$ cat config.mk
export PLATFORM = sky130hd
export DESIGN_NAME = program_memory_loader
export DESIGN_NICKNAME = d
export VERILOG_FILES = /design/src/rtl/program_memory_loader.sv
export SDC_FILE = /design/constraint.sdc
export NUM_CORES = 2
export LEC_CHECK = 0
export BUFFER_PORTS_ARGS = -buffer_cell sky130_fd_sc_hd__buf_4
export CORE_MARGIN = 2
export CORE_UTILIZATION = 40
export CTS_BUF_LIST = sky130_fd_sc_hd__clkbuf_4 sky130_fd_sc_hd__clkbuf_8
export CTS_CLUSTER_DIAMETER = 40
export DETAILED_ROUTE_END_ITERATION = 7
export SLEW_MARGIN = 10
export SYNTH_ARGS = -nofsm -noshare
export SYNTH_HDL_FRONTEND = slang
export SYNTH_SLANG_ARGS = --single-unit
export TNS_END_PERCENT = 1
$ cat constraint.sdc
create_clock -name clock -period 6.4 [get_ports clock]
set_input_delay 1.92 -clock clock [delete_from_list [all_inputs] [get_ports clock]]
set_output_delay 1.92 -clock clock [all_outputs]
set_load 0.01 [all_outputs]
$ cat src/rtl/program_memory_loader.sv
// Instruction store for the 8-bit core: serves fetches in RUN and takes byte-stream program loads.
// Build option: define PROGMEM_CHECKSUM_EN to keep a running XOR of the stored bytes on load_checksum.
//
// state  | meaning
// CLEAR  | sweeping FILL_WORD into every word, core held
// RUN    | core released, one-clock registered fetch
// LOAD   | core held, accepting load bytes at wptr
module program_memory_loader #(
    parameter int         ADDR_W    = 8,
    parameter int         DEPTH     = 256,
    parameter logic [7:0] FILL_WORD = 8'hC0
) (
    input  logic              clock,
    input  logic              reset,
    input  logic [ADDR_W-1:0] instruction_address,
    output logic [7:0]        instruction,
    output logic              cpu_hold,
    input  logic              load_start,
    input  logic [7:0]        load_data,
    input  logic              load_valid,
    input  logic              load_last,
    output logic              load_ready,
    output logic [ADDR_W:0]   load_count,
    output logic              load_overflow,
    output logic [7:0]        load_checksum
);

    localparam int IDX_W = $clog2(DEPTH);

    typedef enum logic [1:0] {
        ST_CLEAR,
        ST_RUN,
        ST_LOAD
    } state_e;

    state_e            state_q;
    logic [IDX_W-1:0]  clr_ptr_q;
    logic [IDX_W:0]    wptr_q;
    logic [ADDR_W:0]   count_q;
    logic              ovf_q;
    logic              hold_q;
    logic              ready_q;
    logic [7:0]        instr_q;
    logic [7:0]        mem_q [DEPTH];

    logic              beat;
    logic              store;
    logic              mem_we;
    logic [IDX_W-1:0]  mem_waddr;
    logic [7:0]        mem_wdata;

    // wptr MSB set means wptr == DEPTH: every further byte is dropped
    assign beat  = load_valid & ready_q;
    assign store = beat & ~wptr_q[IDX_W];

    always_comb begin
        mem_we    = 1'b0;
        mem_waddr = clr_ptr_q;
        mem_wdata = FILL_WORD;
        if (reset) begin
            case (state_q)
                ST_CLEAR: mem_we = 1'b1;
                ST_LOAD: begin
                    if (store) begin
                        mem_we    = 1'b1;
                        mem_waddr = wptr_q[IDX_W-1:0];
                        mem_wdata = load_data;
                    end
                end
                default: ;
            endcase
        end
    end

    always_ff @(posedge clock) begin
        if (mem_we) begin
            mem_q[mem_waddr] <= mem_wdata;
        end
    end

    always_ff @(posedge clock) begin
        if (!reset) begin
            state_q   <= ST_CLEAR;
            clr_ptr_q <= '0;
            wptr_q    <= '0;
            count_q   <= '0;
            ovf_q     <= 1'b0;
            hold_q    <= 1'b1;
            ready_q   <= 1'b0;
            instr_q   <= FILL_WORD;
        end else begin
            case (state_q)
                ST_CLEAR: begin
                    clr_ptr_q <= clr_ptr_q + IDX_W'(1);
                    if (&clr_ptr_q) begin
                        state_q <= ST_RUN;
                        hold_q  <= 1'b0;
                    end
                end
                ST_RUN: begin
                    instr_q <= mem_q[instruction_address[IDX_W-1:0]];
                    if (load_start) begin
                        state_q <= ST_LOAD;
                        hold_q  <= 1'b1;
                        ready_q <= 1'b1;
                        instr_q <= FILL_WORD;
                        wptr_q  <= '0;
                        count_q <= '0;
                        ovf_q   <= 1'b0;
                    end
                end
                ST_LOAD: begin
                    if (beat) begin
                        if (store) begin
                            wptr_q  <= wptr_q + (IDX_W+1)'(1);
                            count_q <= count_q + (ADDR_W+1)'(1);
                        end else begin
                            ovf_q <= 1'b1;
                        end
                        if (load_last) begin
                            state_q <= ST_RUN;
                            hold_q  <= 1'b0;
                            ready_q <= 1'b0;
                        end
                    end
                end
                default: begin
                    state_q <= ST_CLEAR;
                    hold_q  <= 1'b1;
                    ready_q <= 1'b0;
                end
            endcase
        end
    end

`ifdef PROGMEM_CHECKSUM_EN
    logic [7:0] csum_q;

    always_ff @(posedge clock) begin
        if (!reset) begin
            csum_q <= 8'h00;
        end else if (state_q == ST_RUN && load_start) begin
            csum_q <= 8'h00;
        end else if (state_q == ST_LOAD && store) begin
            csum_q <= csum_q ^ load_data;
        end
    end

    assign load_checksum = csum_q;
`else
    assign load_checksum = 8'h00;
`endif

    assign instruction   = instr_q;
    assign cpu_hold      = hold_q;
    assign load_ready    = ready_q;
    assign load_count    = count_q;
    assign load_overflow = ovf_q;

endmodule
==> impl_metrics.json <==
{
  "status": "complete, no violations",
  "reg2reg_to": "mem_q[105][3]",
  "synth_area_um2": 81780,
  "synth_area_leaders": "edfxtp_1 75%, mux4_2 13%, nor2_1 1.4%",
  "slew_violations": 0,
  "gp_congestion": 0.8454,
  "p_leak_nw": 34.36,
  "period_share": 0.7833,
  "areaGrowthSynthToFinish_pct": 14.03,
  "hold_violations": 0,
  "post_cts_buffers": 0,
  "r2r_start": "state_q[0]",
  "antenna_found_initial": 14,
  "synthFlopType": "edfxtp_1",
  "path_clk_slew_ps": 60,
  "route.antenna.remaining_nets": 0,
  "final_nets": 4446,
  "routed_wl_mm": 235.0,
  "hp-class": "flip-flop to flip-flop",
  "grt_usage": 0.2235,
  "rsz0062_at_grt": "false",
  "min_path_cells": 2,
  "tightest_slew_ps": 1358,
  "core_um2": 202700,
  "drt_pass1_iterations": 6,
  "p_per_area_nw_per_um2": 296.1,
  "dp_hpwl_mm": 146.4,
  "drive_gt1_frac": 0.2880,
  "syn_area_per_cell_um2": 20.27,
  "die_area_um2": 208100,
  "slowest_delay_ps": 1140,
  "holdWs_ps": 477.0,
  "async_reset_ff_frac": 0,
  "initial_utilization": 0.4034,
  "floorplan.rows": 165,
  "yosysWarnings": 0,
  "routed_via_density": 5.924,
  "dp.cells": 6726,
  "gr-total-overflow": 0,
  "cts_made_buffers": 365,
  "nFillCells": 17122,
  "crit_chain": "buf_8 -> buf_12 -> buf_4 -> mux4_2 -> a22o_1 -> a211oi_1 -> a31oi_1 -> a211oi_1 -> o41ai_1",
  "cts.sinks": 2087,
  "drc": 0,
  "skew_ps": 83.81,
  "drt_iter0_drc": 5707,
  "die_w_um": 456.2,
  "fin_crit_ps": 5013,
  "netlist_instances": 4035,
  "holdPathEnd": "cpu_hold",
  "clockBufferDepth": 4,
  "criticalPathCategory": "input pin to flip-flop",
  "crit_required_ps": 7280,
  "cp.arrival_ps": 5890,
  "timing.fmax_mhz": 199.5,
  "timing.critical_path.mode_cell": "a211oi_1",
  "yosysSeqAreaShare": 0.7615,
  "crit_slowest_cell": "a211oi_1",
  "cts_hold_buf": 0,
  "yosys.cell_types.count": 70,
  "vdd_drop_max_uv": 238.6,
  "die_y_um": 456.2,
  "ios": 49,
  "routedWlPerCell_um": 31.97,
  "start_kind": "input pin",
  "worst_setup_path_startpoint": "instruction_address[0]",
  "cpLargestDelayFamily": "compound AO/OA/AOI/OAI gates",
  "crit_path_end_kind": "flip-flop",
  "crit_buf_inv": 3,
  "cts_tree": "built",
  "port_buffers": 40,
  "synth_edf_count": 2048,
  "vias": 43546,
  "slew_headroom": 0.08921,
  "power_mw": 27.61,
  "grt_pass1_vias": 43466,
  "fin_cells": 7351,
  "grt_max_degree": 175,
  "yosys.area.top_type": "edfxtp_1",
  "crit_fanout": 50,
  "clkLatencyLatePin_ps": 1060,
  "min_from": "cpu_hold",
  "cts_resized": 0,
  "setup_violations": 0,
  "synth_top_cell_area_share": 0.7520,
  "maxCapViolations": 0,
  "final_core_util": 0.4600,
  "htreeDepth": 5,
  "clockRootBuffer": "clkbuf_8",
  "ff2ff_setup_slack_ps": 1960,
  "ys_ff_latch": 2087,
  "grt_pass1_wl_mm": 331.7,
  "r2r_cells": 8
}
==> routing by layer <==
metal  vias to the layer above  part of all wire  global-route usage  wire length [um]
li1                      17482                 -                   -                 -
met1                     23142              0.40              0.3182             95060
met2                      2507              0.46              0.3410            108400
met3                       411             0.099             0.04742             23360
met4                         4             0.035             0.08065              8176
met5                         -           0.00012                   0                28
==> state kept, by name, indices dropped and copies added, names as in the netlist <==
register       flops
clr_ptr_q          8
cpu_hold           1
instruction        8
load_count         9
load_overflow      1
load_ready         1
mem_q           2048
state_q            2
wptr_q             9
==> through the flow <==
stage / worst slack [ps] / TNS, ps / cell area (um^2)
floorplan: -428.1 / -665500 / 81810
global placement: 578.0 / 0 / 86210
detailed placement: 556.9 / 0 / 86230
CTS: 1675 / 0 / 93210
global route: 1452 / 0 / 93240
finish: 1387 / 0 / 93250
==> cell usage after synthesis (all sizes together), types with 7 or more instances <==
master,n
or3,25
o221ai,21
a211oi,47
o211ai,8
nand3b,8
nor4,21
inv,11
o22ai,58
nand4,14
xor2,10
nor2b,36
o21ai,39
mux4,486
nor3,34
nand2b,28
mux2i,111
a22oi,26
or2,21
mux2,14
dfxtp,39
a21oi,56
xnor2,9
and3,18
nand2,144
buf,159
clkbuf,85
edfxtp,2048
a31oi,25
a221oi,7
a2111oi,9
and2,19
nand3,24
nor2,307
==> where the power goes <==
part | leakage, nW | total, mW | internal, mW | switching, mW
clock | 3.64 | 11.9 | 6.57 | 5.38
combinational | 6.67 | 0.873 | 0.275 | 0.597
sequential | 24.1 | 14.8 | 14.8 | 0.00577
total | 34.4 | 27.6 | 21.6 | 5.99
==> layout by cell type (no fill, tap or decap), types with 34 or more instances in the layout <==
cell type / n
clkbuf_8: 380
clkinv_2: 34
nor3_1: 34
a21oi_1: 56
clkinv_1: 70
buf_12: 36
mux4_2: 485
o22ai_1: 58
dfxtp_1: 39
mux2i_1: 111
buf_4: 216
a211oi_1: 47
clkbuf_4: 96
edfxtp_1: 2048
nand2_1: 144
nor2_1: 304
==> how the worst max path moves through the flow <==
stage,endpoint,slack (ps),cells after the start
final,instruction[3],1390,9
after global routing,instruction[3],1450,9
after CTS,mem_q[107][7],1670,9
after detailed placement,mem_q[107][1],560,9
after global placement,instruction[3],580,9
after floorplan,mem_q[0][6],-430,7
==> cell type report <==
| cell class | count | area (um^2) | area share |
|---|---|---|---|
| diodes | 6 | 15.01 | 0.0001610 |
| clock buffers | 476 | 5951 | 0.06381 |
| clock inverters | 142 | 1027 | 0.01102 |
| inverters | 12 | 47.55 | 0.0005099 |
| multi-input cells | 1699 | 18160 | 0.1947 |
| flip-flops and latches | 2087 | 62280 | 0.6679 |
| well taps | 2672 | 3343 | 0.03585 |
| repair buffers | 257 | 2430 | 0.02606 |
==> worst reg2reg max path, delay by kind of cell (launching register included) <==
| family | cells | cell delay, ps |
|---|---|---|
| AO/OA/AOI/OAI | 1 | 510 |
| flip-flops | 1 | 450 |
| buffers and inverters | 1 | 330 |
| AND/OR/NAND/NOR | 6 | 2740 |
==> cells by family (layout without fill, tap and decap cells) <==
group / after synthesis / after routing / share of synthesized area
other: 1 / 14 / 0.00004585
AO/OA/AOI/OAI: 349 / 349 / 0.02919
buffers and inverters: 256 / 887 / 0.01749
multiplexers: 611 / 611 / 0.1494
XOR/XNOR: 19 / 19 / 0.002035
adder cells (fa/ha/maj): 3 / 3 / 0.0004590
flip-flops: 2087 / 2087 / 0.7615
AND/OR/NAND/NOR: 709 / 709 / 0.03984
(Power assumes the default switching activity.)
